--- config.mk ---
export PLATFORM = sky130hd
export DESIGN_NAME = uart_tx_buffered
export DESIGN_NICKNAME = d
export VERILOG_FILES = /design/src/rtl/uart_tx_buffered.sv
export SDC_FILE = /design/constraint.sdc
export NUM_CORES = 1
export LEC_CHECK = 0
export CAP_MARGIN = 20
export CORE_MARGIN = 5
export CORE_UTILIZATION = 62
export DETAILED_ROUTE_END_ITERATION = 7
export PLACE_DENSITY = 0.82
export SETUP_SLACK_MARGIN = 0.2
export SYNTH_ARGS = -nofsm -noshare
export SYNTH_HDL_FRONTEND = slang
export SYNTH_SLANG_ARGS = --single-unit
--- constraint.sdc ---
create_clock -name clk -period 5.5 [get_ports clk]
set_input_delay 0.825 -clock clk [delete_from_list [all_inputs] [get_ports clk]]
set_output_delay 0.825 -clock clk [all_outputs]
set_load 0.1 [all_outputs]
--- src/rtl/uart_tx_buffered.sv ---
// uart_tx_buffered: byte-wide TX FIFO feeding a UART serializer.
// Bit timing comes from a fractional-N baud accumulator.
// Frames are sent back-to-back with no idle bit while the FIFO holds data.
module uart_tx_buffered #(
    parameter int CLK_FREQ   = 24000000,
    parameter int BAUD_RATE  = 1500000,
    parameter int DATA_BITS  = 8,
    parameter int PARITY     = 0,
    parameter int STOP_BITS  = 2,
    parameter int FIFO_DEPTH = 16
) (
    input  logic                          clk,
    input  logic                          rst,
    input  logic                          wr_valid,
    input  logic [7:0]                    wr_data,
    output logic                          wr_ready,
    output logic                          uart_tx,
    output logic                          busy,
    output logic [$clog2(FIFO_DEPTH):0]   fifo_count,
    output logic                          drop
);

    localparam int ACC_W = $clog2(CLK_FREQ + BAUD_RATE + 1);
    localparam int AW    = $clog2(FIFO_DEPTH);
    localparam int CW    = AW + 1;
    localparam logic [7:0] DMASK = 8'((1 << DATA_BITS) - 1);

    typedef enum logic [2:0] {ST_IDLE, ST_START, ST_DATA, ST_PARITY, ST_STOP} state_t;

    logic [ACC_W-1:0] acc;
    logic [ACC_W-1:0] acc_sum;
    logic             tick;

    logic [7:0]       mem [FIFO_DEPTH];
    logic [AW-1:0]    wr_ptr;
    logic [AW-1:0]    rd_ptr;
    logic [7:0]       head;
    logic             push;
    logic             pop;
    logic             empty;

    state_t           state, state_n;
    logic [7:0]       shreg, shreg_n;
    logic [3:0]       bit_cnt, bit_cnt_n;
    logic [1:0]       stop_cnt, stop_cnt_n;
    logic             par_bit, par_bit_n;
    logic             tx_reg, tx_n;
    logic             start_frame;

    assign acc_sum  = acc + ACC_W'(BAUD_RATE);
    assign tick     = (acc_sum >= ACC_W'(CLK_FREQ));
    assign wr_ready = (fifo_count != CW'(FIFO_DEPTH));
    assign push     = wr_valid && wr_ready;
    assign empty    = (fifo_count == '0);
    assign head     = mem[rd_ptr];
    assign busy     = (state != ST_IDLE) || !empty;
    assign uart_tx  = tx_reg;

    // Free-running fractional baud accumulator.
    always_ff @(posedge clk or posedge rst) begin
        if (rst) begin
            acc <= '0;
        end else if (tick) begin
            acc <= acc_sum - ACC_W'(CLK_FREQ);
        end else begin
            acc <= acc_sum;
        end
    end

    // FIFO storage; stored bytes are pre-masked to DATA_BITS.
    always_ff @(posedge clk) begin
        if (push) begin
            mem[wr_ptr] <= wr_data & DMASK;
        end
    end

    // FIFO pointers, occupancy and sticky overflow flag.
    always_ff @(posedge clk or posedge rst) begin
        if (rst) begin
            wr_ptr     <= '0;
            rd_ptr     <= '0;
            fifo_count <= '0;
            drop       <= 1'b0;
        end else begin
            if (push) wr_ptr <= wr_ptr + 1'b1;
            if (pop)  rd_ptr <= rd_ptr + 1'b1;
            case ({push, pop})
                2'b10:   fifo_count <= fifo_count + 1'b1;
                2'b01:   fifo_count <= fifo_count - 1'b1;
                default: fifo_count <= fifo_count;
            endcase
            if (wr_valid && !wr_ready) drop <= 1'b1;
        end
    end

    // Serializer state register.
    always_ff @(posedge clk or posedge rst) begin
        if (rst) begin
            state    <= ST_IDLE;
            shreg    <= '0;
            bit_cnt  <= '0;
            stop_cnt <= '0;
            par_bit  <= 1'b0;
            tx_reg   <= 1'b1;
        end else begin
            state    <= state_n;
            shreg    <= shreg_n;
            bit_cnt  <= bit_cnt_n;
            stop_cnt <= stop_cnt_n;
            par_bit  <= par_bit_n;
            tx_reg   <= tx_n;
        end
    end

    // Next-state logic; the frame-load path is shared by IDLE and the last STOP tick.
    always_comb begin
        state_n     = state;
        shreg_n     = shreg;
        bit_cnt_n   = bit_cnt;
        stop_cnt_n  = stop_cnt;
        par_bit_n   = par_bit;
        tx_n        = tx_reg;
        pop         = 1'b0;
        start_frame = 1'b0;
        if (tick) begin
            case (state)
                ST_IDLE: begin
                    if (!empty) start_frame = 1'b1;
                    else        tx_n = 1'b1;
                end
                ST_START: begin
                    tx_n      = shreg[0];
                    shreg_n   = shreg >> 1;
                    bit_cnt_n = 4'd1;
                    state_n   = ST_DATA;
                end
                ST_DATA: begin
                    if (bit_cnt == 4'(DATA_BITS)) begin
                        if (PARITY != 0) begin
                            tx_n    = par_bit;
                            state_n = ST_PARITY;
                        end else begin
                            tx_n       = 1'b1;
                            stop_cnt_n = 2'd1;
                            state_n    = ST_STOP;
                        end
                    end else begin
                        tx_n      = shreg[0];
                        shreg_n   = shreg >> 1;
                        bit_cnt_n = bit_cnt + 1'b1;
                    end
                end
                ST_PARITY: begin
                    tx_n       = 1'b1;
                    stop_cnt_n = 2'd1;
                    state_n    = ST_STOP;
                end
                ST_STOP: begin
                    if (stop_cnt == 2'(STOP_BITS)) begin
                        if (!empty) begin
                            start_frame = 1'b1;
                        end else begin
                            tx_n    = 1'b1;
                            state_n = ST_IDLE;
                        end
                    end else begin
                        tx_n       = 1'b1;
                        stop_cnt_n = stop_cnt + 1'b1;
                    end
                end
                default: begin
                    tx_n    = 1'b1;
                    state_n = ST_IDLE;
                end
            endcase
        end
        if (start_frame) begin
            pop       = 1'b1;
            shreg_n   = head;
            par_bit_n = (PARITY == 1) ? ~(^head) : (^head);
            tx_n      = 1'b0;
            state_n   = ST_START;
        end
    end

endmodule

**Word level (Yosys, flattened, before mapping)**

Memories as Yosys holds them, arrays and structs flattened.
Index checks and enable logic that the tools add are counted.

- Bits in registers: 57
- Memory bits (writable): 128
- Bits of input ports: 11
- Output and inout bits: 9
- Logic and storage cells: 84
- Memories kept: 1

Memories:

| memory | depth | bits a word | rd ports | clocked after memory_dff | write ports | RTL line | RTL |
|---|---|---|---|---|---|---|---|
| mem | 16 | 8 | 1 | 0 | 1 | 34 | `logic [7:0] mem [FIFO_DEPTH];` |

- Add/subtract/negate cells: 8
- $lt $le $gt $ge: 1
- Equal/unequal tests: 17
- Mux-type cells: 30
- Reductions and logical operators: 17

Operators by type and width:

| operator | count |
|---|---|
| $add A25 B21 Y25 const B | 1 |
| $ge A25 B25 Y1 const B | 1 |
| $mux W25 | 1 |
| $sub A25 B25 Y25 const B | 1 |
| $mux W8 | 3 |
| $pmux W8 S2 | 1 |
| $mux W3 | 5 |
| $pmux W3 S5 | 1 |
| $add A4 B1 Y4 const B | 3 |
| $ne A3 B3 Y1 const B | 4 |
| $mux W1 | 11 |
| $pmux W5 S2 | 1 |
| $reduce_bool A3 Y1 | 3 |
| $ne A2 B2 Y1 const B | 4 |
| $pmux W4 S2 | 1 |
| $eq A3 B2 Y1 const B | 2 |
| $pmux W2 S3 | 1 |
| $reduce_and A3 Y1 | 2 |
| $reduce_bool A2 Y1 | 3 |
| $add A5 B1 Y5 const B | 1 |
| $logic_not A5 Y1 | 1 |
| $ne A5 B5 Y1 const B | 1 |
| $reduce_and A5 Y1 | 1 |
| $sub A5 B1 Y5 const B | 1 |
| other kinds (15) | 19 |

**Depth between registers and ports, before layout**

- Word-level depth: 8
- Depth in mapped cells: 24
- Gate-level depth less buffers: 23

**Worst setup path after synthesis**

Ideal clock, no wire load.

- Kind: register to register
- Start point: register fifo_count[1]
- End point: register fifo_count[4]
- Setup time: 0.163 ns
- Arrival time: 4.009 ns
- Required time: 5.337 ns
- Slack: 1.328 ns
- Cell stages (with the launch flop): 16
- Path buffers: 3
- Clock period less this slack: 4.172 ns
- Cell sequence: dfrtp_1 > clkbuf_1 > nor4_1 > nand2_1 > and2_1 > clkbuf_1 > inv_1 > ha_1 > clkbuf_1 > xor2_1 > ha_1 > nand2_1 > nor2_1 > o21ai_0 > a31oi_1 > xor2_1

- Elaborated cells between the ends (all ways): 14
- Those cells by class: add/sub: 2; eq/ne: 3; mux: 6; reduce/logical: 3

RTL lines:

| element | RTL line | RTL |
|---|---|---|
| start, declared | 19 | `output logic [$clog2(FIFO_DEPTH):0] fifo_count,` |
| start signal, assigned | 88 | `2'b10: fifo_count <= fifo_count + 1'b1;` |
| start signal, assigned | 89 | `2'b01: fifo_count <= fifo_count - 1'b1;` |
| start signal, assigned | 90 | `default: fifo_count <= fifo_count;` |
| $ne A5 B5 Y1 (*) | 52 | `assign wr_ready = (fifo_count != CW'(FIFO_DEPTH));` |
| net wr_ready | 16 | `output logic wr_ready,` |
| $logic_and A1 B1 Y1 (*) | 53 | `assign push = wr_valid && wr_ready;` |
| $eq A2 B1 Y1 or $eq A2 B2 Y1 (tied branches) | 87 | `case ({push, pop})` |
| $pmux W5 S2 or $reduce_bool A2 Y1 (tied branches) | -- |  |

Mark *: on every way through the listed nets, which the timed path passes. The rest lies on a longest branch.
A chain may end at the register's enable or synchronous reset.

**Worst setup path after layout**

- Start point: register acc[5]
- End point: register fifo_count[4]

- Longest elaborated chain between the ends: 6
- Elaborated cells between the ends (all ways): 8
- Those cells by class: add/sub: 1; order compare: 1; eq/ne: 2; mux: 3; reduce/logical: 1

Ends and longest elaborated chain:

| element | RTL line | RTL |
|---|---|---|
| start, declared | 30 | `logic [ACC_W-1:0] acc;` |
| start signal, assigned | 64 | `acc <= acc_sum - ACC_W'(CLK_FREQ);` |
| start signal, assigned | 66 | `acc <= acc_sum;` |
| $add A25 B21 Y25 (*) | 50 | `assign acc_sum = acc + ACC_W'(BAUD_RATE);` |
| net acc_sum[5] | 31 | `logic [ACC_W-1:0] acc_sum;` |
| $ge A25 B25 Y1 (*) | 51 | `assign tick = (acc_sum >= ACC_W'(CLK_FREQ));` |
| $mux W1 (*) | 125 | `if (tick) begin` |
| $mux W1 (*) | 177 | `if (start_frame) begin` |
| net pop | 39 | `logic pop;` |
| $eq A2 B1 Y1 or $eq A2 B2 Y1 (tied branches) | 87 |  |
| $pmux W5 S2 or $reduce_bool A2 Y1 (tied branches) | -- |  |

Marked as above.

==> results.yml <==
worst_setup_path:
  crit_top_cell: "nand2_1"
  arrival_ns: 5.13
  critical_path_class: "flop to flop"
  slowest_stage: "dfrtp_1"
  path_cells: "inv_1 > ha_1 > nand2b_1 > nand2_1 > nand2_1 > ha_1 > nor2_1 > a32oi_1 > o2111ai_1 > o21ai_1 > nor3_2 > o21ai_4 > and2_4 > nand2_1 > inv_1 > ha_2 > xor2_1 > ha_1 > nand2_1 > nor2_1 > o21ai_0 > a31oi_1 > xor2_1"
  worstSetupStartpointType: "flop"
  critPathMaxStageDelay_ns: 0.39
  cp_max_fo: 22
  cp.required_ns: 5.86
  end_kind: "flop"
clock_tree:
  cts.path.max_buffers: 2
  clkTransAtPathRegs_ns: 0.07
  numCtsBuffers: 17
  clock-root-buffer: "clkbuf_16"
  hold_buffers: 0
  clk_latency_ns: 0.44
  cts.sinks: 180
  htreeDepth: 4
  cts_tree: "built"
layout:
  fin_nets: 646
  syn2layout_area_growth_pct: 10.32
  layout-drive-gt1-share: 0.1386
  seqCellArea_um2: 5147
  diodes: 0
  fin_area_um2: 9256
  multi_input_area_um2: 3007
  nFillCells: 875
  final_cell_mix: "edfxtp_1 (128), dfrtp_1 (50), nand2_1 (46)"
  final_common_cell: "edfxtp_1"
  fin_util: 0.6990
power:
  power.internal_mw: 2.629
  power.leakage_nw: 3.312
  combPwrFrac: 0.243
  power_frac_seq: 0.463
  p_switching_mw: 1.295
  swShare: 0.3301
  clock_power_share: 0.294
  p_per_area_nw_per_um2: 423.9
  vdd.ir_drop.worst_mv: 0.4987
sta:
  setup_viol: 0
  worst_pin_slew_ns: 0.9865
  slew_violations: 0
  fmax_mhz: 209.6
  worst_slack_ns: 0.7279
  hold_viol_final: 0
  setup_tns_ns: 0
  max_slew_margin: 0.3403
  post-route-period-util: 0.8677
  period_minus_slack_ns: 4.772
  rsz0062_at_grt: "no"
  skew_ns: 0.007163
detailed_routing:
  drt_iter0_drc: 639
  drc: 0
  routedWlPerCell_um: 22.29
  num_vias: 5277
  routed_wl_um: 18080
  drt-vias-per-instance: 6.507
  drtAntennaViolNets: 0
  firstDrtPassIters: 5
place:
  pre_cts_ws_ns: 0.8022
  gp_congestion: 0.9107
  dp_hpwl_um: 11940
  io_buffers: 19
  placed_area_um2: 8675
synth:
  synth_xor_area_frac: 0.04414
  ys_seq_area_frac: 0.6133
  synth_cell_types: 72
  syn_avg_cell_area_um2: 13.71
  syn_inst: 612
  synthArstFlopShare: 0.2889
  synth-compound-area-share: 0.1021
  yosysWarnings: 0
  synth.ff_latch_count: 180
  synthSimpleGateAreaFrac: 0.09603
  synth_top_family_by_area: "compound AO/OA/AOI/OAI gates"
  synth_area_um2: 8391
  synthAdderAreaFrac: 0.01939
  synth.mux.area_fraction: 0.09633
  ys.flop_type: "edfxtp_1"
  syn-num-nets: 636
  synth_enable_flop_cells: 128
floorplanning:
  fp.dieArea_um2: 15960
  io_pins: 20
  die_h_um: 126.3
  core_um2: 13240
  std_cell_rows: 42
  start_util: 0.6336
  die_w_um: 126.3
job:
  drv_cap: 0
global_routing:
  track_usage: 0.2383
  grt_start_max_net_pins: 53
  grt_overflow: 0
  grt_pass1_vias: 5269
  grt_pass1_wl_um: 29210
  grt_antenna_before_repair: 0
run_status:
  outcome: "complete, no violations"
worst_hold_path:
  hp-class: "flop to flop"
-- stage by stage --
stage / instances / hold WS [ns] / total power, mW
after detailed placement: 778 / 0.4611 / 2.775
final: 811 / 0.4700 / 3.924
after global placement: 778 / 0.4459 / 2.722
after global routing: 811 / 0.4954 / 4.075
after CTS: 810 / 0.4745 / 3.921
after floorplan: 612 / 0.4352 / 2.517
-- routing by layer --
layer | wire (um) | global-route usage | vias to the layer above
li1 | - | - | 2335
met1 | 7263 | 0.3259 | 2638
met2 | 9137 | 0.4003 | 275
met3 | 1389 | 0.03993 | 29
met4 | 289 | 0.06877 | 0
met5 | 0 | 0 | -
-- cell usage after synthesis, types with 5 or more instances --
cell	n	share of area
o21ai_1	6	0.0036
a221oi_1	5	0.0052
xnor2_1	24	0.025
mux4_2	25	0.067
a21oi_1	14	0.0084
dfrtp_1	51	0.15
a22oi_1	6	0.0054
inv_1	18	0.0081
nand2b_1	7	0.0052
edfxtp_1	128	0.46
o211ai_1	5	0.0045
nand2_1	46	0.021
o31ai_1	5	0.0045
xor2_1	12	0.013
buf_1	5	0.0022
nor2b_1	6	0.0045
clkbuf_1	14	0.0063
buf_2	12	0.0072
nand3_1	14	0.0084
mux2i_1	20	0.024
o22ai_1	6	0.0045
nor2_1	38	0.017
ha_1	13	0.019
a2bb2oi_1	8	0.0084
nor3_1	8	0.0048
o21ai_0	32	0.019
and3_1	6	0.0045
-- area by class of cell --
class	count	share of cell area
sequential	180	0.5561
multi-input combinational	379	0.3248
clock buffer	19	0.04677
timing repair buffer	26	0.02758
tap	176	0.02379
clock inverter	13	0.01365
inverter	18	0.007299
-- final timing paths --
| path | from | to | slack, ns | cells after the start |
|---|---|---|---|---|
| setup / recovery | acc[5] | fifo_count[4] | 0.73 | 23 |
| min in group asynchronous | rst | wr_ptr[0] | 0.65 | 2 |
| max in group asynchronous | rst | uart_tx | 4.29 | 3 |
| hold / removal | drop | drop | 0.47 | 1 |
| hold reg to reg | drop | drop | 0.47 | 1 |
| setup reg to reg | acc[5] | fifo_count[4] | 0.73 | 23 |
-- power groups by stage --
stage               Clock, mW  Sequential, mW  Combinational [mW]
global placement            0            1.82               0.903
CTS                      1.15            1.81               0.954
detailed placement          0            1.83               0.940
floorplan                   0            1.92               0.594
global route             1.22            1.84                1.02
finish                   1.15            1.82               0.953
-- state kept, by name, summed over array words and instances, names as in the netlist --
name / cells
fifo_count: 5
bit_cnt: 4
rd_ptr: 4
state: 3
wr_ptr: 4
stop_cnt: 2
shreg: 8
acc: 20
mem: 128
drop: 1
uart_tx: 1
-- cell families (layout without fill, tap and decap cells) --
group                      count (synthesis)  count (layout)
DFF                                      180             180
and+or+nand+nor                          157             157
AOI/OAI and AO/OA                        122             122
buffers and inverters                     53              76
muxes                                     49              49
xor gates and xnor gates                  38              38
adders and majority gates                 13              13
-- worst max-delay path, delay by kind of cell (launching register included) --
kind | cells | cell delay (ns)
compound gates | 6 | 1.26
flops | 1 | 0.39
fa+ha+maj | 4 | 0.96
buf+inv | 2 | 0.21
simple gates | 9 | 1.51
xor+xnor | 2 | 0.35
-- what timing repair did --
item,in CTS,in global routing
buffers inserted,0,0
resized for setup,0,1
endpoints found under the setup margin,0,1
Note: power is estimated with default switching activity, not from simulation.
==> edit: new RTL, config.mk and constraints unchanged <==
Set the parameter `BAUD_RATE` to 375000 (it was 1500000).
--- a/src/rtl/uart_tx_buffered.sv
+++ b/src/rtl/uart_tx_buffered.sv
@@ -5,3 +5,3 @@
     parameter int CLK_FREQ   = 24000000,
-    parameter int BAUD_RATE  = 1500000,
+    parameter int BAUD_RATE  = 375000,
     parameter int DATA_BITS  = 8,
Check against the original RTL: same outputs for any inputs over 10 cycles, from zero or initial values and one cycle with rst high; that may be too few to reach the edited logic, so the function may still have changed.
==> edit against the original RTL <==
Synthesized area about the same; sequential share of layout area up 0.13 points; routed wire length down 5.3%; critical path depth down 7; final area up 0.74%; non-clock buffer count up 2; sequential cell count up 2; total power down 11%; fmax up 0.48%; largest power group unchanged; worst setup slack better by 0.023 ns; die area about the same.
==> edit: results (changes against the original RTL) <==
[layout]
buffers = 28  ; +7.7%
final-nonclk-buf-share_pct = 2.71  ; -0.047 points
clockBufferCount = 18  ; -1
seq_share_pct = 55.7  ; +0.13 points
fillCellCount = 890  ; +1.7%
layout.nets = 669  ; +3.6%
largestRegisters = mem (128), acc (22), shreg (8)
layout-drive-gt1-share_pct = 13.2  ; -0.62 points
non_clock_inverter_count = 15  ; -3
multi_input_area_share_pct = 32.0  ; -0.51 points
multi_input_comb_cells = 400  ; +5.5%
clock_cell_area_share_pct = 6.61  ; +0.57 points

[global_route]
grt_max_degree = 55  ; +3.8%
grt_pass1_wl_microns = 27700  ; -5.0%
use_met1_pct = 28.7  ; -3.9 points
grt_pass1_vias = 5194  ; -1.4%
track_usage_pct = 22.5  ; -1.3 points
grtUsageMet2_pct = 39.0  ; -1.0 points
use_met3_pct = 4.08  ; +0.084 points

[synth]
async_flop_share_pct = 29.7  ; +0.78 points
synth_compound_area_share_pct = 11.1  ; +0.90 points
synth-seq-area-share_pct = 62.0  ; +0.63 points
synthMuxAreaShare_pct = 9.18  ; -0.46 points
synth_cell_types = 66  ; -8.3%
synthXorXnorAreaFrac_pct = 4.28  ; -0.13 points
synth_fp_nets = 657  ; +3.3%
ys_top_cells_by_count = edfxtp_1, dfrtp_1, a21oi_1
synth_area_leaders = edfxtp_1, dfrtp_1, mux4_2, mux2i_1, a21oi_1
postSynthCellCount = 632  ; +3.3%

[place]
dp_hpwl_microns = 11400  ; -4.7%
place_ws_ns = 0.858  ; +0.0561 ns
dp.cells = 800  ; +2.8%

[clock_network]
clk_latency_ns = 0.42  ; -0.02 ns
clock_sinks = 182  ; +1.1%
clk_pin_slew_ns = 0.07  ; about the same

[detailed_routing]
post_drt_wl_per_cell_microns = 20.5  ; -7.8%
drt_iter0_drc = 570  ; -11%
via_per_inst = 6.23  ; -4.2%
routed_wl_microns = 17100  ; -5.3%

[timing]
skew_ns = 0.00846  ; +0.00130 ns
fin_crit_ns = 4.75  ; -0.0228 ns
worst_slew_pin_slew_ns = 0.971  ; -0.0158 ns

[critical_path]
crit_fanout = 14  ; -36%
cp_slowest_stage_delay_ns = 0.57  ; +0.18 ns
r2r-start = acc[11]$_DFF_PP0_
critPathSlowestCell = nor4_1
rr_worst_depth = 16  ; -30%
cp.arrival_ns = 5.06  ; -0.07 ns

[floorplanning]
die_x_microns = 126  ; about the same

[pwr]
comb-power_mw = 0.547  ; -43%
peakVddDrop_mv = 0.254  ; -49%
power_mw = 3.49  ; -11%
switchingPower_mw = 1.01  ; -22%
pg_clk_mw = 1.26  ; +9.6%
p_leak_nw = 3.26  ; -1.6%

[run_status]
status = complete, no violations

==> edit: worst min path at each step <==
stage          slack [ns]        startpoint                to
2_1_floorplan        0.44  acc[3]$_DFF_PP0_  acc[3]$_DFF_PP0_
3_3_place_gp         0.45  drop$_DFFE_PP0P_  drop$_DFFE_PP0P_
3_5_place_dp         0.46  drop$_DFFE_PP0P_  drop$_DFFE_PP0P_
4_1_cts              0.47  acc[3]$_DFF_PP0_  acc[3]$_DFF_PP0_
5_1_grt              0.50  drop$_DFFE_PP0P_  drop$_DFFE_PP0P_
6_report             0.47  acc[3]$_DFF_PP0_  acc[3]$_DFF_PP0_
==> edit: through the flow <==
stage | area [sq um] | hold slack [ns]
floorplan | 8390 | 0.438
global placement | 8680 | 0.448
detailed placement | 8700 | 0.462
CTS | 9320 | 0.473
finish | 9330 | 0.470
global route | 9330 | 0.500
==> edit: metal layers <==
metal	vias up	routed length, microns
met3	33	971
li1	2401	-
met2	194	8890
met5	-	0
met1	2564	6810
met4	0	439
